==> src/rtl/dmem_ctrl_pkg.sv <==
// Shared definitions for the memory-stage load/store unit: funct3 access codes,
// FSM state encoding and byte-enable constants.
package dmem_ctrl_pkg;

  localparam logic [2:0] F3_LB  = 3'b000;
  localparam logic [2:0] F3_LH  = 3'b001;
  localparam logic [2:0] F3_LW  = 3'b010;
  localparam logic [2:0] F3_LBU = 3'b100;
  localparam logic [2:0] F3_LHU = 3'b101;

  localparam logic [3:0] BE_ALL     = 4'b1111;
  localparam logic [3:0] BE_BYTE0   = 4'b0001;
  localparam logic [3:0] BE_LO_HALF = 4'b0011;
  localparam logic [3:0] BE_HI_HALF = 4'b1100;

  typedef enum logic [1:0] {
    ST_IDLE = 2'b00,
    ST_BUSY = 2'b01,
    ST_DONE = 2'b10
  } state_e;

endpackage

==> src/rtl/dmem_ctrl_if.sv <==
// Variable-latency data bus between the load/store unit (master) and memory (slave).
// Request is held until a single-cycle ack; read data is valid in the ack cycle.
interface dmem_ctrl_if;

  logic        BusReq;
  logic        BusWe;
  logic [31:0] BusAddr;
  logic [31:0] BusWdata;
  logic [3:0]  BusBe;
  logic        BusAck;
  logic [31:0] BusRdata;

  modport master (
    output BusReq, BusWe, BusAddr, BusWdata, BusBe,
    input  BusAck, BusRdata
  );

  modport slave (
    input  BusReq, BusWe, BusAddr, BusWdata, BusBe,
    output BusAck, BusRdata
  );

endinterface

==> src/rtl/dmem_ctrl_lsu_align.sv <==
// Combinational lane steering: byte enables, replicated store data, extended load data
// and the misaligned/illegal-access flag from addr[1:0] and funct3. Zero latency.
module dmem_ctrl_lsu_align
  import dmem_ctrl_pkg::*;
(
  input  logic [1:0]  lane,
  input  logic [2:0]  funct3,
  input  logic        is_store,
  input  logic [31:0] wdata,
  input  logic [31:0] rdata,
  output logic [3:0]  be,
  output logic [31:0] wdata_rep,
  output logic [31:0] rdata_ext,
  output logic        misalign
);

  logic [7:0]  byte_v;
  logic [15:0] half_v;
  logic        bad_f3;
  logic        unaligned;

  always_comb begin
    byte_v = rdata[7:0];
    case (lane)
      2'd1:    byte_v = rdata[15:8];
      2'd2:    byte_v = rdata[23:16];
      2'd3:    byte_v = rdata[31:24];
      default: byte_v = rdata[7:0];
    endcase
    half_v = lane[1] ? rdata[31:16] : rdata[15:0];
  end

  always_comb begin
    be        = BE_ALL;
    wdata_rep = wdata;
    rdata_ext = rdata;
    bad_f3    = 1'b0;
    unaligned = 1'b0;
    case (funct3)
      F3_LB: begin
        be        = BE_BYTE0 << lane;
        wdata_rep = {4{wdata[7:0]}};
        rdata_ext = {{24{byte_v[7]}}, byte_v};
      end
      F3_LH: begin
        unaligned = lane[0];
        be        = lane[1] ? BE_HI_HALF : BE_LO_HALF;
        wdata_rep = {2{wdata[15:0]}};
        rdata_ext = {{16{half_v[15]}}, half_v};
      end
      F3_LW: begin
        unaligned = |lane;
      end
      F3_LBU: begin
        bad_f3    = is_store;
        rdata_ext = {24'd0, byte_v};
      end
      F3_LHU: begin
        bad_f3    = is_store;
        unaligned = lane[0];
        rdata_ext = {16'd0, half_v};
      end
      default: bad_f3 = 1'b1;
    endcase
    // Loads always fetch the whole word; lane selection happens on the way back.
    if (!is_store) be = BE_ALL;
    misalign = bad_f3 | unaligned;
  end

endmodule

==> src/rtl/dmem_ctrl.sv <==
// M-stage load/store unit: IDLE/BUSY/DONE FSM over a req/ack bus, k BUSY cycles -> k+2 latency.
// Stalls the pipeline while an access is outstanding; abandons the access after TIMEOUT BUSY cycles.
module dmem_ctrl
  import dmem_ctrl_pkg::*;
#(
  parameter int TIMEOUT = 256,
  parameter int CNT_W   = 9
) (
  input  logic        clk,
  input  logic        reset,
  input  logic        MemReadM,
  input  logic        MemWriteM,
  input  logic [2:0]  funct3M,
  input  logic [31:0] ALUResultM,
  input  logic [31:0] WriteDataM,
  output logic [31:0] ReadDataM,
  output logic        StallMem,
  output logic        MisalignM,
  output logic        BusErrM,
  dmem_ctrl_if.master bus
);

  state_e      state_q, state_d;
  logic [CNT_W-1:0] cnt_q, cnt_d;
  logic        bus_req_q, bus_req_d;
  logic        bus_we_q, bus_we_d;
  logic [31:0] bus_addr_q, bus_addr_d;
  logic [31:0] bus_wdata_q, bus_wdata_d;
  logic [3:0]  bus_be_q, bus_be_d;
  logic [2:0]  funct3_q, funct3_d;
  logic [1:0]  lane_q, lane_d;
  logic [31:0] rdata_q, rdata_d;
  logic        err_q, err_d;

  logic        in_idle;
  logic [1:0]  al_lane;
  logic [2:0]  al_funct3;
  logic        al_store;
  logic [3:0]  al_be;
  logic [31:0] al_wdata;
  logic [31:0] al_rdata;
  logic        al_misalign;

  // While idle the aligner looks at the live M-stage operands; afterwards at the latched copy.
  assign in_idle   = (state_q == ST_IDLE);
  assign al_lane   = in_idle ? ALUResultM[1:0] : lane_q;
  assign al_funct3 = in_idle ? funct3M : funct3_q;
  assign al_store  = in_idle ? MemWriteM : bus_we_q;

  dmem_ctrl_lsu_align u_align (
    .lane      (al_lane),
    .funct3    (al_funct3),
    .is_store  (al_store),
    .wdata     (WriteDataM),
    .rdata     (bus.BusRdata),
    .be        (al_be),
    .wdata_rep (al_wdata),
    .rdata_ext (al_rdata),
    .misalign  (al_misalign)
  );

  always_comb begin
    state_d     = state_q;
    cnt_d       = cnt_q;
    bus_req_d   = bus_req_q;
    bus_we_d    = bus_we_q;
    bus_addr_d  = bus_addr_q;
    bus_wdata_d = bus_wdata_q;
    bus_be_d    = bus_be_q;
    funct3_d    = funct3_q;
    lane_d      = lane_q;
    rdata_d     = rdata_q;
    err_d       = err_q;
    StallMem    = 1'b0;
    MisalignM   = 1'b0;
    case (state_q)
      ST_IDLE: begin
        if (MemReadM || MemWriteM) begin
          if (al_misalign) begin
            MisalignM = 1'b1;
          end else begin
            StallMem    = 1'b1;
            state_d     = ST_BUSY;
            cnt_d       = '0;
            bus_req_d   = 1'b1;
            bus_we_d    = MemWriteM;
            bus_addr_d  = {ALUResultM[31:2], 2'b00};
            bus_wdata_d = al_wdata;
            bus_be_d    = al_be;
            funct3_d    = funct3M;
            lane_d      = ALUResultM[1:0];
            rdata_d     = '0;
            err_d       = 1'b0;
          end
        end
      end
      ST_BUSY: begin
        StallMem = 1'b1;
        cnt_d    = cnt_q + 1'b1;
        if (bus.BusAck) begin
          bus_req_d = 1'b0;
          rdata_d   = bus_we_q ? 32'd0 : al_rdata;
          state_d   = ST_DONE;
        end else if (cnt_q == CNT_W'(TIMEOUT - 1)) begin
          bus_req_d = 1'b0;
          rdata_d   = '0;
          err_d     = 1'b1;
          state_d   = ST_DONE;
        end
      end
      ST_DONE: state_d = ST_IDLE;
      default: state_d = ST_IDLE;
    endcase
  end

  always_ff @(posedge clk or negedge reset) begin
    if (!reset) begin
      state_q     <= ST_IDLE;
      cnt_q       <= '0;
      bus_req_q   <= 1'b0;
      bus_we_q    <= 1'b0;
      bus_addr_q  <= '0;
      bus_wdata_q <= '0;
      bus_be_q    <= '0;
      funct3_q    <= '0;
      lane_q      <= '0;
      rdata_q     <= '0;
      err_q       <= 1'b0;
    end else begin
      state_q     <= state_d;
      cnt_q       <= cnt_d;
      bus_req_q   <= bus_req_d;
      bus_we_q    <= bus_we_d;
      bus_addr_q  <= bus_addr_d;
      bus_wdata_q <= bus_wdata_d;
      bus_be_q    <= bus_be_d;
      funct3_q    <= funct3_d;
      lane_q      <= lane_d;
      rdata_q     <= rdata_d;
      err_q       <= err_d;
    end
  end

  assign bus.BusReq   = bus_req_q;
  assign bus.BusWe    = bus_we_q;
  assign bus.BusAddr  = bus_addr_q;
  assign bus.BusWdata = bus_wdata_q;
  assign bus.BusBe    = bus_be_q;

  assign ReadDataM = (state_q == ST_DONE) ? rdata_q : 32'd0;
  assign BusErrM   = (state_q == ST_DONE) && err_q;

endmodule

==> src/flat_wrapper.sv <==
// flat-port wrapper written by rule: the top's interface ports become plain ports
module dmem_ctrl_flat import dmem_ctrl_pkg::*;
#(
  parameter int TIMEOUT = 256,
  parameter int CNT_W   = 9
)
  (clk, reset, MemReadM, MemWriteM, funct3M, ALUResultM, WriteDataM, ReadDataM, StallMem, MisalignM, BusErrM, bus_BusReq, bus_BusWe, bus_BusAddr, bus_BusWdata, bus_BusBe, bus_BusAck, bus_BusRdata);
  dmem_ctrl_if bus_i ();
  input  logic clk;
  input  logic reset;
  input  logic MemReadM;
  input  logic MemWriteM;
  input  logic [2:0] funct3M;
  input  logic [31:0] ALUResultM;
  input  logic [31:0] WriteDataM;
  output logic [31:0] ReadDataM;
  output logic StallMem;
  output logic MisalignM;
  output logic BusErrM;
  output wire logic [$bits(bus_i.BusReq)-1:0] bus_BusReq;
  output wire logic [$bits(bus_i.BusWe)-1:0] bus_BusWe;
  output wire logic [$bits(bus_i.BusAddr)-1:0] bus_BusAddr;
  output wire logic [$bits(bus_i.BusWdata)-1:0] bus_BusWdata;
  output wire logic [$bits(bus_i.BusBe)-1:0] bus_BusBe;
  input wire logic [$bits(bus_i.BusAck)-1:0] bus_BusAck;
  input wire logic [$bits(bus_i.BusRdata)-1:0] bus_BusRdata;
  assign bus_BusReq = bus_i.BusReq;
  assign bus_BusWe = bus_i.BusWe;
  assign bus_BusAddr = bus_i.BusAddr;
  assign bus_BusWdata = bus_i.BusWdata;
  assign bus_BusBe = bus_i.BusBe;
  assign bus_i.BusAck = bus_BusAck;
  assign bus_i.BusRdata = bus_BusRdata;
  dmem_ctrl #(.TIMEOUT(TIMEOUT), .CNT_W(CNT_W)) u_core (.clk(clk), .reset(reset), .MemReadM(MemReadM), .MemWriteM(MemWriteM), .funct3M(funct3M), .ALUResultM(ALUResultM), .WriteDataM(WriteDataM), .ReadDataM(ReadDataM), .StallMem(StallMem), .MisalignM(MisalignM), .BusErrM(BusErrM), .bus(bus_i));
endmodule
==> config.mk <==
export PLATFORM = sky130hd
export DESIGN_NAME = dmem_ctrl_flat
export DESIGN_NICKNAME = d
export VERILOG_FILES = /design/src/rtl/dmem_ctrl_pkg.sv /design/src/rtl/dmem_ctrl_if.sv /design/src/rtl/dmem_ctrl_lsu_align.sv /design/src/rtl/dmem_ctrl.sv /design/src/flat_wrapper.sv
export SDC_FILE = /design/constraint.sdc
export NUM_CORES = 1
export LEC_CHECK = 0
export CORE_ASPECT_RATIO = 0.5
export CORE_MARGIN = 5
export CORE_UTILIZATION = 49
export DETAILED_ROUTE_END_ITERATION = 6
export HOLD_SLACK_MARGIN = 0.08
export PLACE_DENSITY_LB_ADDON = 0.3
export SLEW_MARGIN = 0
export SYNTH_ARGS = -nofsm -noshare
export SYNTH_HDL_FRONTEND = slang
export SYNTH_SLANG_ARGS = --single-unit
==> constraint.sdc <==
create_clock -name clk -period 7 [get_ports clk]
set_input_delay 1.4 -clock clk [delete_from_list [all_inputs] [get_ports clk]]
set_output_delay 1.4 -clock clk [all_outputs]
set_load 0.01 [all_outputs]
# After elaboration in Yosys (flattened, before gate mapping)
# Cells that the tools add are included.
dict set report totals {
  reg_bits 117
  inputBits 104
  output_inout_bits 105
  elab_cells 87
}
dict set report op_classes {
  add_sub_neg 1
  n_eq_ne 15
  shifts 1
  mux 43
  n_bitwise 2
  n_reduce_logical 14
}
# op count
set ops {}
lappend ops {{two-way mux 32 bit} 6}
lappend ops {{one-hot mux 32 bit (2 select lines)} 2}
lappend ops {{one-hot mux 32 bit (4 select lines)} 1}
lappend ops {{one-hot mux 8 bit (3 select lines)} 1}
lappend ops {{two-way mux 9 bit} 2}
lappend ops {{one-hot mux 9 bit (2 select lines)} 1}
lappend ops {{two-way mux 16 bit} 1}
lappend ops {{two-way mux 1 bit} 14}
lappend ops {{two-way mux 2 bit} 5}
lappend ops {{one-hot mux 1 bit (2 select lines)} 5}
lappend ops {{adder 9 x 1 -> 9 bit (second input constant)} 1}
lappend ops {{== test 9 x 8 -> 1 bit (second input constant)} 1}
lappend ops {{AND reduction 3 bit} 3}
lappend ops {{two-way mux 4 bit} 2}
lappend ops {{one-hot mux 4 bit (2 select lines)} 1}
lappend ops {{== test 2 bit (second input constant)} 3}
lappend ops {{== test 3 bit (second input constant)} 2}
lappend ops {{inequality test 2 bit (second input constant)} 3}
lappend ops {{OR reduction 2 bit} 3}
lappend ops {{AND reduction 5 bit} 1}
lappend ops {{== test 2 x 1 -> 1 bit (second input constant)} 2}
lappend ops {{one-hot mux 2 bit (2 select lines)} 1}
lappend ops {{AND reduction 4 bit} 1}
lappend ops {{<< shifter 1 x 2 -> 4 bit (first input constant)} 1}
lappend ops {{other kinds (13)} 13}

# Depth between registers and ports, before layout
dict set report logic_depth {
  ltp_word 9
  ltp_mapped 10
  mapped_depth_nobuf 9
}

# Modules after synthesis
# From an unflattened synthesis, not the netlist that was laid out.
dict set report hier_totals {
  hier_cells 666
  hier_area_um2 6004.5
}
# module instances cells_per_inst area_each_um2 seq_area_each_um2
set by_module_without_submodules {}
lappend by_module_without_submodules {dmem_ctrl 1 491 4909.7 2927.8}
lappend by_module_without_submodules {dmem_ctrl_lsu_align 1 175 1094.8 0.0}

# Worst setup path before layout
# OpenSTA, ideal clock, no wires.
dict set report synth_timing {
  path_type {input port to output port}
  from {input ALUResultM[0]}
  to {output StallMem}
  arrival_time_ps 2661
  required_ps 5600
  setup_slack_ps 2939
  cell_stages 5
  n_path_buf 1
  path_cell_list {or4_1 o31ai_2 a21oi_2 clkbuf_1 o21ai_0}
}
dict set report synth_between {
  elab_chain_cells 7
}
# item line
set synth_lines {}
lappend synth_lines {{start: declaration} flat_wrapper.sv:14} ;# input logic [31:0] ALUResultM;
lappend synth_lines {{two-way mux 2 bit *} dmem_ctrl.sv:46} ;# assign al_lane = in_idle ? ALUResultM[1:0] : lane_q;
lappend synth_lines {{OR reduction 2 bit} dmem_ctrl_lsu_align.sv:52} ;# unaligned = |lane;
lappend synth_lines {{one-hot mux 1 bit (2 select lines) *} dmem_ctrl_lsu_align.sv:39} ;# case (funct3)
lappend synth_lines {{bitwise OR 1 bit *} dmem_ctrl_lsu_align.sv:67} ;# misalign = bad_f3 | unaligned;
lappend synth_lines {{two-way mux 1 bit *} dmem_ctrl.sv:79} ;# if (al_misalign) begin
lappend synth_lines {{two-way mux 1 bit *} dmem_ctrl.sv:78} ;# if (MemReadM || MemWriteM) begin
lappend synth_lines {{one-hot mux 1 bit (2 select lines) *} dmem_ctrl.sv:76} ;# case (state_q)
lappend synth_lines {{end: declaration} flat_wrapper.sv:17} ;# output logic StallMem;
# Every way passes the cells marked *; elsewhere a longest branch is shown, timed or not.

# Final worst setup path
dict set report layout_timing {
  from {input funct3M[0]}
  to {output MisalignM}
}
dict set report layout_between {
  elab_chain_cells 8
  elab_cells_between_ends 15
  cone_classes {4 x eq/ne; 6 x mux; 1 x bitwise; 4 x reduce/logical}
}
# item line
set layout_lines {}
lappend layout_lines {{start: declaration} flat_wrapper.sv:13} ;# input logic [2:0] funct3M;
lappend layout_lines {{two-way mux 3 bit *} dmem_ctrl.sv:47} ;# assign al_funct3 = in_idle ? funct3M : funct3_q;
lappend layout_lines {{== test 3 x 2 -> 1 bit, or another cell as far along} dmem_ctrl_lsu_align.sv:39}
lappend layout_lines {{OR reduction 3 bit (no source line) or OR reduction 2 bit (tied branches)} --}
lappend layout_lines {{one-hot mux 1 bit (2 select lines)} dmem_ctrl_lsu_align.sv:39}
lappend layout_lines {{bitwise OR 1 bit *} dmem_ctrl_lsu_align.sv:67}
lappend layout_lines {{two-way mux 1 bit *} dmem_ctrl.sv:79}
lappend layout_lines {{two-way mux 1 bit *} dmem_ctrl.sv:78}
lappend layout_lines {{two-way mux 1 bit *} dmem_ctrl.sv:76}
lappend layout_lines {{end: declaration} flat_wrapper.sv:18} ;# output logic MisalignM;
# Marked as above.

==> out/results.tsv <==
stage	metric	value	unit
cts	post_cts_buffers	0	
placed_design	pre_cts_slack	1.70	ns
grt	grt-ovfl-total	0	
worst_setup_path	critPathKind	primary input to primary output	
status	status	finished clean	
timing	slew_viol_final	0	
timing	rsz0062_at_grt	false	
synthesis	synth_seq_cells	117	
route	drt-vias-per-instance	5.59	
route	post_drt_wl_per_cell	19.2	um
timing	final-hold-violation-count	0	
worst_setup_path	cpMostUsedCell	clkdlybuf4s50_1	
final_layout	ff_latch_area	0.00293	sq mm
route	drt-total-wl	17500	um
timing	postLayoutSetupSlackWorst	1.65	ns
grt	grt_pass1_vias	5387	
placed_design	dp.cells	883	
placed_design	place_area	0.00797	sq mm
min_path	min_path_type	flop to flop	
floorplanning	die_w	164	um
cts	cts.sinks	117	
placed_design	dpl.hpwl	12400	um
grt	grt_pass1_wl	28300	um
synthesis	syn_area	0.00583	sq mm
timing	tns	0	ns
route	drt_iter0_markers	362	
cts	cts_tree	built	
cts	numCtsBuffers	17	
final_layout	layout-drive-gt1-share	14.7	%
synthesis	yosysTopAreaCellShare	50.2	%
floorplanning	core_area	0.0117	sq mm
timing	clock.fmax	187	MHz
synthesis	synth.most_common_cell	dfrtp_1	
cts	h-tree-depth	4	
floorplanning	die_h	87.2	um
synthesis	ys_async_sr_fraction	100	%
synthesis	yosysWarnings	0	
worst_setup_path	cp_cell_sequence	clkdlybuf4s50_1, or4_1, o31ai_2, a21oi_2, inv_1, nor2_1, clkdlybuf4s50_1	
timing	relSlewSlack	33.4	%
synthesis	syn_area_per_cell	10.8	sq um
final_layout	design_area	0.00853	sq mm
worst_setup_path	critPathSlowestCell	a21oi_2	
synthesis	syn_inst	541	
worst_setup_path	cpPeakStageDelay	0.82	ns
synthesis	synth_common_cells	dfrtp_1, o21ai_0, mux2_2, nand2_1, and2_1	
final_layout	n_fill_cell	850	
cts	cts_root_buffer	clkbuf_16	
floorplanning	start_util	49.7	%
worst_setup_path	path_delay_family	buffers and inverters	
worst_setup_path	cp-start-kind	primary input	
final_layout	stdcell_count	915	
pwr	power	0.00346	W
cts	cts_resized	0	
worst_setup_path	cp.required	5.60	ns
worst_setup_path	crit_path_max_fanout	22	
timing	fin_crit_sh	76.4	%
cts	insertion_delay	0.41	ns
cts	clk_pin_slew	0.05	ns
worst_setup_path	crit_arrival	3.95	ns
placed_design	port_buffers	206	
final_layout	antenna_cells	0	
route	dr.pass1.iters	5	
synthesis	ys_top_cells_by_area	dfrtp_1, mux2_2, o21ai_0	
synthesis	synth_edf_count	0	
route	postRouteAntennaNets	0	
route	drc	0	
floorplanning	num_rows	28	
pwr	cellLeakagePower	3.55	nW
grt	track_usage	25.2	%
cts	cts_hold_buffers	0	
final_layout	multi_input_area	0.00271	sq mm
synthesis	synth_top_flop_cell	dfrtp_1	
placed_design	gp_congestion	0.973	
final_layout	nets	843	
floorplanning	die_area	0.0143	sq mm
timing	tightest_slew	1.00	ns
worst_setup_path	endpoint_kind	primary output	
worst_setup_path	cp_num_buf_inv	3	
route	via_count	5111	
timing	fin_skew	0.0105	ns
grt	grt_max_degree	73	
synthesis	synth_top_area_cell	dfrtp_1	
job	drv_cap	0	
grt	antenna_found_initial	0	
final_layout	area_delta_synth_final	46.2	%
pwr	p_per_area	406	mW/mm^2
timing	setup_viol	0	
pwr	irDropWorstVdd	0.234	mV
floorplanning	pin_count	209	
cts	clock_path_buffers	2	
synthesis	yosysUniqueCellTypes	58	
timing	period_minus_slack	5.35	ns
synthesis	ys_seq_area_share	50.2	%
[power breakdown]
part	switching (W)	leakage, nW	total [W]	internal, W
sequential	0.000185	1.46	0.00117	0.000986
clock	0.000320	0.261	0.000814	0.000494
combinational	0.000709	1.83	0.00148	0.000770
[state kept, by name (all words and copies together), names as in the netlist]
register and flops:
u_core.bus.BusWdata 32, u_core.rdata_q 32, u_core.bus.BusAddr 30, u_core.cnt_q 9, u_core.bus.BusBe 4, u_core.funct3_q 3
u_core.lane_q 2, u_core.state_q 2, u_core.bus.BusReq 1, u_core.bus.BusWe 1, u_core.err_q 1
[per-stage QoR]
stage          hold WS [ns]  util (%)
6_report              0.490      72.7
3_3_place_gp          0.473      67.9
4_1_cts               0.495      72.7
3_5_place_dp          0.481      67.9
5_1_grt               0.503      72.7
2_1_floorplan         0.448         -
[cell usage in the layout, fill, tap and decap left out, types with 2 or more instances in the layout]
| cell type | instances |
|---|---|
| o221a_2 | 4 |
| o21ai_0 | 78 |
| ha_1 | 2 |
| or2_1 | 2 |
| a22o_1 | 4 |
| o2bb2ai_1 | 6 |
| and2_1 | 34 |
| conb_1 | 2 |
| mux2i_1 | 31 |
| clkinv_2 | 5 |
| or3_1 | 7 |
| o211ai_1 | 9 |
| or4_1 | 3 |
| a21oi_1 | 5 |
| nand4_1 | 19 |
| inv_1 | 5 |
| nand3_1 | 4 |
| o31ai_1 | 4 |
| nor2b_1 | 4 |
| nand3b_1 | 4 |
| clkinvlp_4 | 5 |
| nor4_1 | 2 |
| nand2b_1 | 2 |
| xor2_1 | 6 |
| mux2_2 | 55 |
| a21oi_2 | 2 |
| nand2_1 | 44 |
| o21a_1 | 2 |
| buf_4 | 8 |
| dfrtp_1 | 117 |
| nor2_1 | 16 |
| and3_1 | 3 |
| o21ai_1 | 5 |
| clkdlybuf4s50_1 | 205 |
| clkinv_4 | 2 |
| clkbuf_16 | 17 |
[area by class of cell]
class / count / share of cell area, %
Clock buffer: 19 / 5.19
Clock inverter: 13 / 1.29
Inverter: 5 / 0.220
Multi-Input combinational cell: 383 / 31.8
Sequential cell: 117 / 34.3
Tap cell: 165 / 2.42
Timing Repair Buffer: 213 / 24.8
[per-layer routing]
layer / up-vias / routed length [um] / track usage [%]
met3: 19 / 1790 / 8.84
met1: 2530 / 7040 / 31.7
li1: 2345 / - / -
met2: 217 / 8470 / 41.6
met5: - / 0 / 0
met4: 0 / 230 / 6.93
[worst paths after layout]
path	from	end	slack [ns]	depth (start not counted)
max	funct3M[0]	MisalignM	1.65	7
min	u_core.err_q	u_core.err_q	0.49	2
max reg2reg	u_core.state_q[0]	u_core.bus.BusWdata[1]	3.22	5
min reg2reg	u_core.err_q	u_core.err_q	0.49	2
max in group asynchronous	reset	u_core.rdata_q[0]	4.69	2
min in group asynchronous	reset	u_core.bus.BusAddr[25]	1.11	1
[cells by family (layout without fill, tap and decap cells)]
group | count (synthesis) | in the layout | share of synthesized area, %
AND/OR/NAND/NOR | 154 | 154 | 14.4
AO/OA/AOI/OAI | 130 | 130 | 13.9
flip-flops | 117 | 117 | 50.2
multiplexers | 89 | 89 | 16.6
buffers and inverters | 42 | 250 | 3.52
XOR/XNOR | 6 | 6 | 0.901
adder cells (fa/ha/maj) | 2 | 2 | 0.429
other | 1 | 2 | 0.0643
[worst register-to-register path: cells and delay by family (launching register included)]
kind | cells | cell delay, ns
flip-flops | 1 | 0.52
AND/OR/NAND/NOR | 2 | 1.68
AO/OA/AOI/OAI | 2 | 1.04
multiplexers | 1 | 0.43
No activity file was read; power rests on OpenSTA's default activity.
